## src/rtl/fc_ctrl.sv

```systemverilog
// Sequencer for a fully connected PE array. Each output tile runs the same
// sequence: load one weight row, stream the input vector, then drain the array.
module fc_ctrl #(
  parameter int FC_SIZE = 8,
  parameter int LEN_W   = 8
) (
  input  logic             clk,
  input  logic             rst_n,
  input  logic             start_i,
  input  logic             abort_i,
  input  logic [LEN_W-1:0] in_len_i,
  input  logic [LEN_W-1:0] num_tiles_i,
  output logic             w_rd_en_o,
  output logic [LEN_W-1:0] w_rd_addr_o,
  output logic             pe_load_o,
  output logic             x_rd_en_o,
  output logic [LEN_W-1:0] x_rd_addr_o,
  output logic             ifmap_valid_o,
  output logic             psum_valid_o,
  output logic [LEN_W-1:0] psum_tile_o,
  output logic             busy_o,
  output logic             done_o
);

  localparam int DW = $clog2(FC_SIZE + 1);

  typedef enum logic [2:0] {
    IDLE,
    WREAD,
    WLOAD,
    STREAM,
    DRAIN,
    DONE
  } state_t;

  state_t           r_state;
  state_t           w_next;
  logic [LEN_W-1:0] r_inLen;
  logic [LEN_W-1:0] r_numTiles;
  logic [LEN_W-1:0] r_tile;
  logic [LEN_W-1:0] r_xCnt;
  logic [DW-1:0]    r_drainCnt;
  logic             r_ifmapValid;
  logic             w_startOk;
  logic             w_lastX;
  logic             w_lastDrain;
  logic             w_lastTile;

  assign w_startOk   = start_i && (in_len_i != '0) && (num_tiles_i != '0);
  assign w_lastX     = (r_xCnt == r_inLen - LEN_W'(1));
  assign w_lastDrain = (r_drainCnt == DW'(FC_SIZE));
  assign w_lastTile  = (r_tile == r_numTiles - LEN_W'(1));

  always_ff @(posedge clk or negedge rst_n) begin
    if (!rst_n) begin
      r_state <= IDLE;
    end else begin
      r_state <= w_next;
    end
  end

  // Abort takes priority everywhere, including over a start request in IDLE.
  always_comb begin
    w_next = r_state;
    if (abort_i) begin
      w_next = IDLE;
    end else begin
      case (r_state)
        IDLE:    if (start_i) w_next = w_startOk ? WREAD : DONE;
        WREAD:   w_next = WLOAD;
        WLOAD:   w_next = STREAM;
        STREAM:  if (w_lastX) w_next = DRAIN;
        DRAIN:   if (w_lastDrain) w_next = w_lastTile ? DONE : WREAD;
        DONE:    w_next = IDLE;
        default: w_next = IDLE;
      endcase
    end
  end

  // Counters only move on the edge that also raises their strobe, so the
  // address outputs hold their last strobed value whenever the strobe is low.
  always_ff @(posedge clk or negedge rst_n) begin
    if (!rst_n) begin
      r_inLen      <= '0;
      r_numTiles   <= '0;
      r_tile       <= '0;
      r_xCnt       <= '0;
      r_drainCnt   <= '0;
      r_ifmapValid <= 1'b0;
    end else begin
      r_ifmapValid <= x_rd_en_o;
      if (!abort_i) begin
        case (r_state)
          IDLE: begin
            if (w_startOk) begin
              r_inLen    <= in_len_i;
              r_numTiles <= num_tiles_i;
              r_tile     <= '0;
            end
          end
          WLOAD: begin
            r_xCnt <= '0;
          end
          STREAM: begin
            r_drainCnt <= '0;
            if (!w_lastX) r_xCnt <= r_xCnt + LEN_W'(1);
          end
          DRAIN: begin
            r_drainCnt <= r_drainCnt + DW'(1);
            if (w_lastDrain && !w_lastTile) r_tile <= r_tile + LEN_W'(1);
          end
          default: begin
          end
        endcase
      end
    end
  end

  // Completion pulses are suppressed in a cycle that is being aborted.
  always_comb begin
    w_rd_en_o    = 1'b0;
    pe_load_o    = 1'b0;
    x_rd_en_o    = 1'b0;
    psum_valid_o = 1'b0;
    done_o       = 1'b0;
    busy_o       = (r_state != IDLE);
    case (r_state)
      WREAD:   w_rd_en_o = 1'b1;
      WLOAD:   pe_load_o = 1'b1;
      STREAM:  x_rd_en_o = 1'b1;
      DRAIN:   psum_valid_o = w_lastDrain && !abort_i;
      DONE:    done_o = !abort_i;
      default: begin
      end
    endcase
  end

  assign w_rd_addr_o   = r_tile;
  assign x_rd_addr_o   = r_xCnt;
  assign psum_tile_o   = r_tile;
  assign ifmap_valid_o = r_ifmapValid;

endmodule

```

## config.mk

```make
export PLATFORM = sky130hd
export DESIGN_NAME = fc_ctrl
export DESIGN_NICKNAME = d
export VERILOG_FILES = /design/src/rtl/fc_ctrl.sv
export SDC_FILE = /design/constraint.sdc
export NUM_CORES = 1
export LEC_CHECK = 0
export BUFFER_PORTS_ARGS = -buffer_cell sky130_fd_sc_hd__buf_4
export CORE_AREA = 5 5 77 79
export CTS_CLUSTER_DIAMETER = 150
export CTS_CLUSTER_SIZE = 8
export DETAILED_ROUTE_END_ITERATION = 12
export DIE_AREA = 0 0 82 84
export PLACE_DENSITY = 0.74
export SKIP_LAST_GASP = 1
export SYNTH_ARGS = -nofsm -noshare
export SYNTH_HDL_FRONTEND = slang
export SYNTH_SLANG_ARGS = --single-unit
```

## constraint.sdc

```tcl
create_clock -name clk -period 7.2 [get_ports clk]
set_input_delay 0.36 -clock clk [delete_from_list [all_inputs] [get_ports clk]]
set_output_delay 0.36 -clock clk [all_outputs]
set_load 0.05 [all_outputs]
```

==> summary.txt <==
Clock network
  • Post-cts sizing count: 0
  • Worst-Skew Late Latency: 0.30 ns
  • Hold_buf cts: 0
  • CTS sink count: 40
  • Root Buffer: clkbuf_8
  • Bufs on Longest Clock Path: 2
  • Reg clk slew, reported paths: 0.09 ns
  • Htree depth: 2
  • Setup Buffers After CTS: 0
  • Num CTS Buffers: 5
  • TritonCTS clock tree: yes

Place
  • Pre-CTS setup slack: 4.30 ns
  • IO Port Bufs: 50
  • Final Wtd Congestion: 0.867
  • DP Wirelength: 4290 µm
  • Placed cell areas: 0.00295 mm²

Final layout
  • Final #Nets: 344
  • Finished Core Util: 0.582
  • Filler cells: 501
  • Area Growth Syn to Fin: 18.0%
  • Share of cells above drive strength 1: 0.260
  • Antenna Cells: 0
  • Post-route cell area: 0.00307 mm²

Detailed routing
  • Drt first pass iters: 4
  • Vias per cell: 5.70
  • Drt drc: 0
  • WL final: 5820 µm
  • 1st-iter DRT viols: 95
  • Routed vias: 2228
  • WL per Instance: 14.9 µm
  • Final antenna-violating net count: 0

Yosys
  • Prevailing post-synth register cell: dfrtp_1
  • Synth warn: 0
  • Post-synthesis sequential area ratio: 0.385
  • Synthesized flop and latch total: 40
  • Synth async-reset ratio: 1.00
  • Cell area after synthesis: 0.00260 mm²
  • Post-synth EDFFs: 0
  • Syn_nets: 307
  • Syn avg cell area: 9.26 µm²
  • Synth cell types: 52
  • Gate Count Post-Synth: 281

Global routing
  • Largest net degree at the start of global routing: 41
  • Initial antenna violation count: 0
  • Congestion Overflow GR: 0
  • Total track usage: 0.180
  • First-pass GRT wire length: 9880 µm
  • Vias in the first global route: 2166

Power
  • Internal power: 0.000525 W
  • Reg power frac: 0.406
  • Clock share of power: 0.213
  • Gate power share: 0.380
  • Max IR drop VDD: 154 µV
  • P_leak: 1.38 nW
  • Pwr dens: 288 mW/mm²
  • Switching part of the total: 0.406
  • Switch Pwr: 0.000359 W

STA
  • Fin. Hold Viols: 0
  • Actual slew at the worst max-slew pin: 1.16 ns
  • Minimum clock period: 2.88 ns
  • Setup slack after layout: 4.32 ns
  • Clock Skews: 0.00773 ns
  • Slew HR: 0.225
  • Slew Limit Fails: 0
  • RSZ-0062 raised after global routing: no
  • Highest clock rate: 347 MHz
  • Final setup TNS: 0 ns
  • Endpoints failing setup: 0
  • Final Cycle Share: 0.400

Setup path
  • WS Path Type: register to register
  • CP Buf/Inv Count: 0
  • Worst Path Required: 7.38 ns
  • Reg2Reg Depth: 4
  • Stages on worst setup path: 4
  • Nature of the critical path endpoint: register
  • Crit path max-delay family: simple AND/OR/NAND/NOR gates
  • Critical Path Start Type: register
  • Worst path max stage delay: 0.91 ns
  • Critical-path cell list: or3_1, nor2_1, nand4_1, mux2_2
  • Critical Path AT: 3.06 ns
  • Slowest CP cell: nand4_1
  • Worst-path fanout max: 26

Floorplan
  • Die height: 84 µm
  • Num ports: 51
  • Die Area: 0.00689 mm²
  • Die width: 82 µm
  • Core ar.: 0.00527 mm²
  • Initial core utilization: 0.494
  • Num rows: 27

Run status
  • Outcome: complete, no violations

Run
  • Total of max-cap violations: 0

Min path
  • Hold Path Class: input port to async pin
## per-stage QoR
| stage | cells | hold WS [ns] | power (W) |
|---|---|---|---|
| after floorplan | 281 | 0.0644 | 0.000604 |
| after global placement | 383 | 0.369 | 0.000688 |
| after detailed placement | 383 | 0.375 | 0.000698 |
| after CTS | 391 | 0.0407 | 0.000891 |
| after global routing | 391 | 0.0572 | 0.000944 |
| final | 391 | 0.0287 | 0.000884 |
## worst reg2reg max path: cells and delay by family (launching register included)
family	cells	cell delay, ns
DFF	1	0.57
muxes	1	0.65
and+or+nand+nor	3	1.55
## routing by layer
metal | vias up | wire [µm] | global-route usage
met5 | - | 0 | 0
met4 | 0 | 89 | 0.0589
met3 | 9 | 215 | 0.0346
met2 | 52 | 2830 | 0.292
met1 | 1076 | 2680 | 0.236
li1 | 1091 | - | -
## power groups by stage
stage | clock, W | sequential (W) | combinational, W
2_1_floorplan | 0 | 0.000380 | 0.000225
3_3_place_gp | 0 | 0.000361 | 0.000327
3_5_place_dp | 0 | 0.000362 | 0.000337
4_1_cts | 0.000195 | 0.000358 | 0.000339
5_1_grt | 0.000204 | 0.000369 | 0.000370
6_report | 0.000188 | 0.000359 | 0.000336
## synth_stat cells, types with 2 or more instances
master / n / area share
a21o_1: 2 / 0.0058
a21oi_1: 15 / 0.029
a22o_1: 5 / 0.017
a31o_2: 2 / 0.0067
a31oi_1: 4 / 0.0096
and3_1: 3 / 0.0072
buf_1: 2 / 0.0029
buf_4: 8 / 0.023
clkbuf_1: 9 / 0.013
dfrtp_1: 40 / 0.38
ha_1: 6 / 0.029
inv_1: 12 / 0.017
mux2_2: 17 / 0.074
mux2i_1: 4 / 0.015
nand2_1: 26 / 0.038
nand2b_1: 4 / 0.0096
nand3_1: 6 / 0.012
nand3b_1: 2 / 0.0058
nand4_1: 10 / 0.024
nand4b_1: 5 / 0.017
nor2_1: 17 / 0.025
nor2b_1: 3 / 0.0072
nor3_1: 7 / 0.013
nor3b_1: 2 / 0.0058
nor4_1: 6 / 0.014
nor4b_1: 2 / 0.0067
o211ai_1: 7 / 0.020
o21ai_0: 9 / 0.017
or2_2: 2 / 0.0048
or3_1: 5 / 0.012
or4_1: 3 / 0.0087
xnor2_1: 11 / 0.037
xor2_1: 6 / 0.020
## state kept, by name (all words and copies together) (netlist names)
name and count:
r_drainCnt 4, r_inLen 8, r_numTiles 8, ifmap_valid_o 1
r_state 3, x_rd_addr_o 8, psum_tile_o 8
## path summary, 6_finish.rpt
path                           startpoint             end  slack (ns)
setup / recovery               r_state[2]   r_numTiles[6]        4.32
hold / removal                      rst_n  psum_tile_o[7]        0.03
setup reg to reg               r_state[2]   r_numTiles[6]        4.32
hold reg to reg             r_drainCnt[3]   r_drainCnt[3]        0.53
max in group asynchronous           rst_n   ifmap_valid_o        6.83
min in group clk           num_tiles_i[0]   r_numTiles[0]        0.30
## cell type report
cell class	count	area, µm²	share of cell area
multi-input cells	209	1440	0.470
inverters	12	45.0	0.0147
repair buffers	50	375	0.122
well taps	72	90.1	0.0294
clock buffers	5	68.8	0.0224
flip-flops and latches	40	1000	0.326
clock inverters	3	46.3	0.0151
## cell families (layout without fill, tap and decap cells)
group	count (synthesis)	count (layout)	synth area share
AOI/OAI and AO/OA	54	54	0.138
muxes	22	22	0.0948
buffers and inverters	32	70	0.0606
and+or+nand+nor	110	110	0.236
DFF	40	40	0.385
xor gates and xnor gates	17	17	0.0572
adders and majority gates	6	6	0.0289
## cell usage in the layout, fill, tap and decap left out, types with 2 or more instances in the layout
| master | n |
|---|---|
| a21o_1 | 2 |
| a21oi_1 | 15 |
| a22o_1 | 5 |
| a31o_2 | 2 |
| a31oi_1 | 4 |
| and3_1 | 3 |
| buf_4 | 50 |
| clkbuf_8 | 5 |
| dfrtp_1 | 40 |
| ha_1 | 6 |
| inv_1 | 12 |
| mux2_2 | 17 |
| mux2i_1 | 4 |
| nand2_1 | 26 |
| nand2b_1 | 4 |
| nand3_1 | 6 |
| nand3b_1 | 2 |
| nand4_1 | 10 |
| nand4b_1 | 5 |
| nor2_1 | 17 |
| nor2b_1 | 3 |
| nor3_1 | 7 |
| nor3b_1 | 2 |
| nor4_1 | 6 |
| nor4b_1 | 2 |
| o211ai_1 | 7 |
| o21ai_0 | 9 |
| or2_2 | 2 |
| or3_1 | 5 |
| or4_1 | 3 |
| xnor2_1 | 11 |
| xor2_1 | 6 |
(Power assumes the default switching activity.)
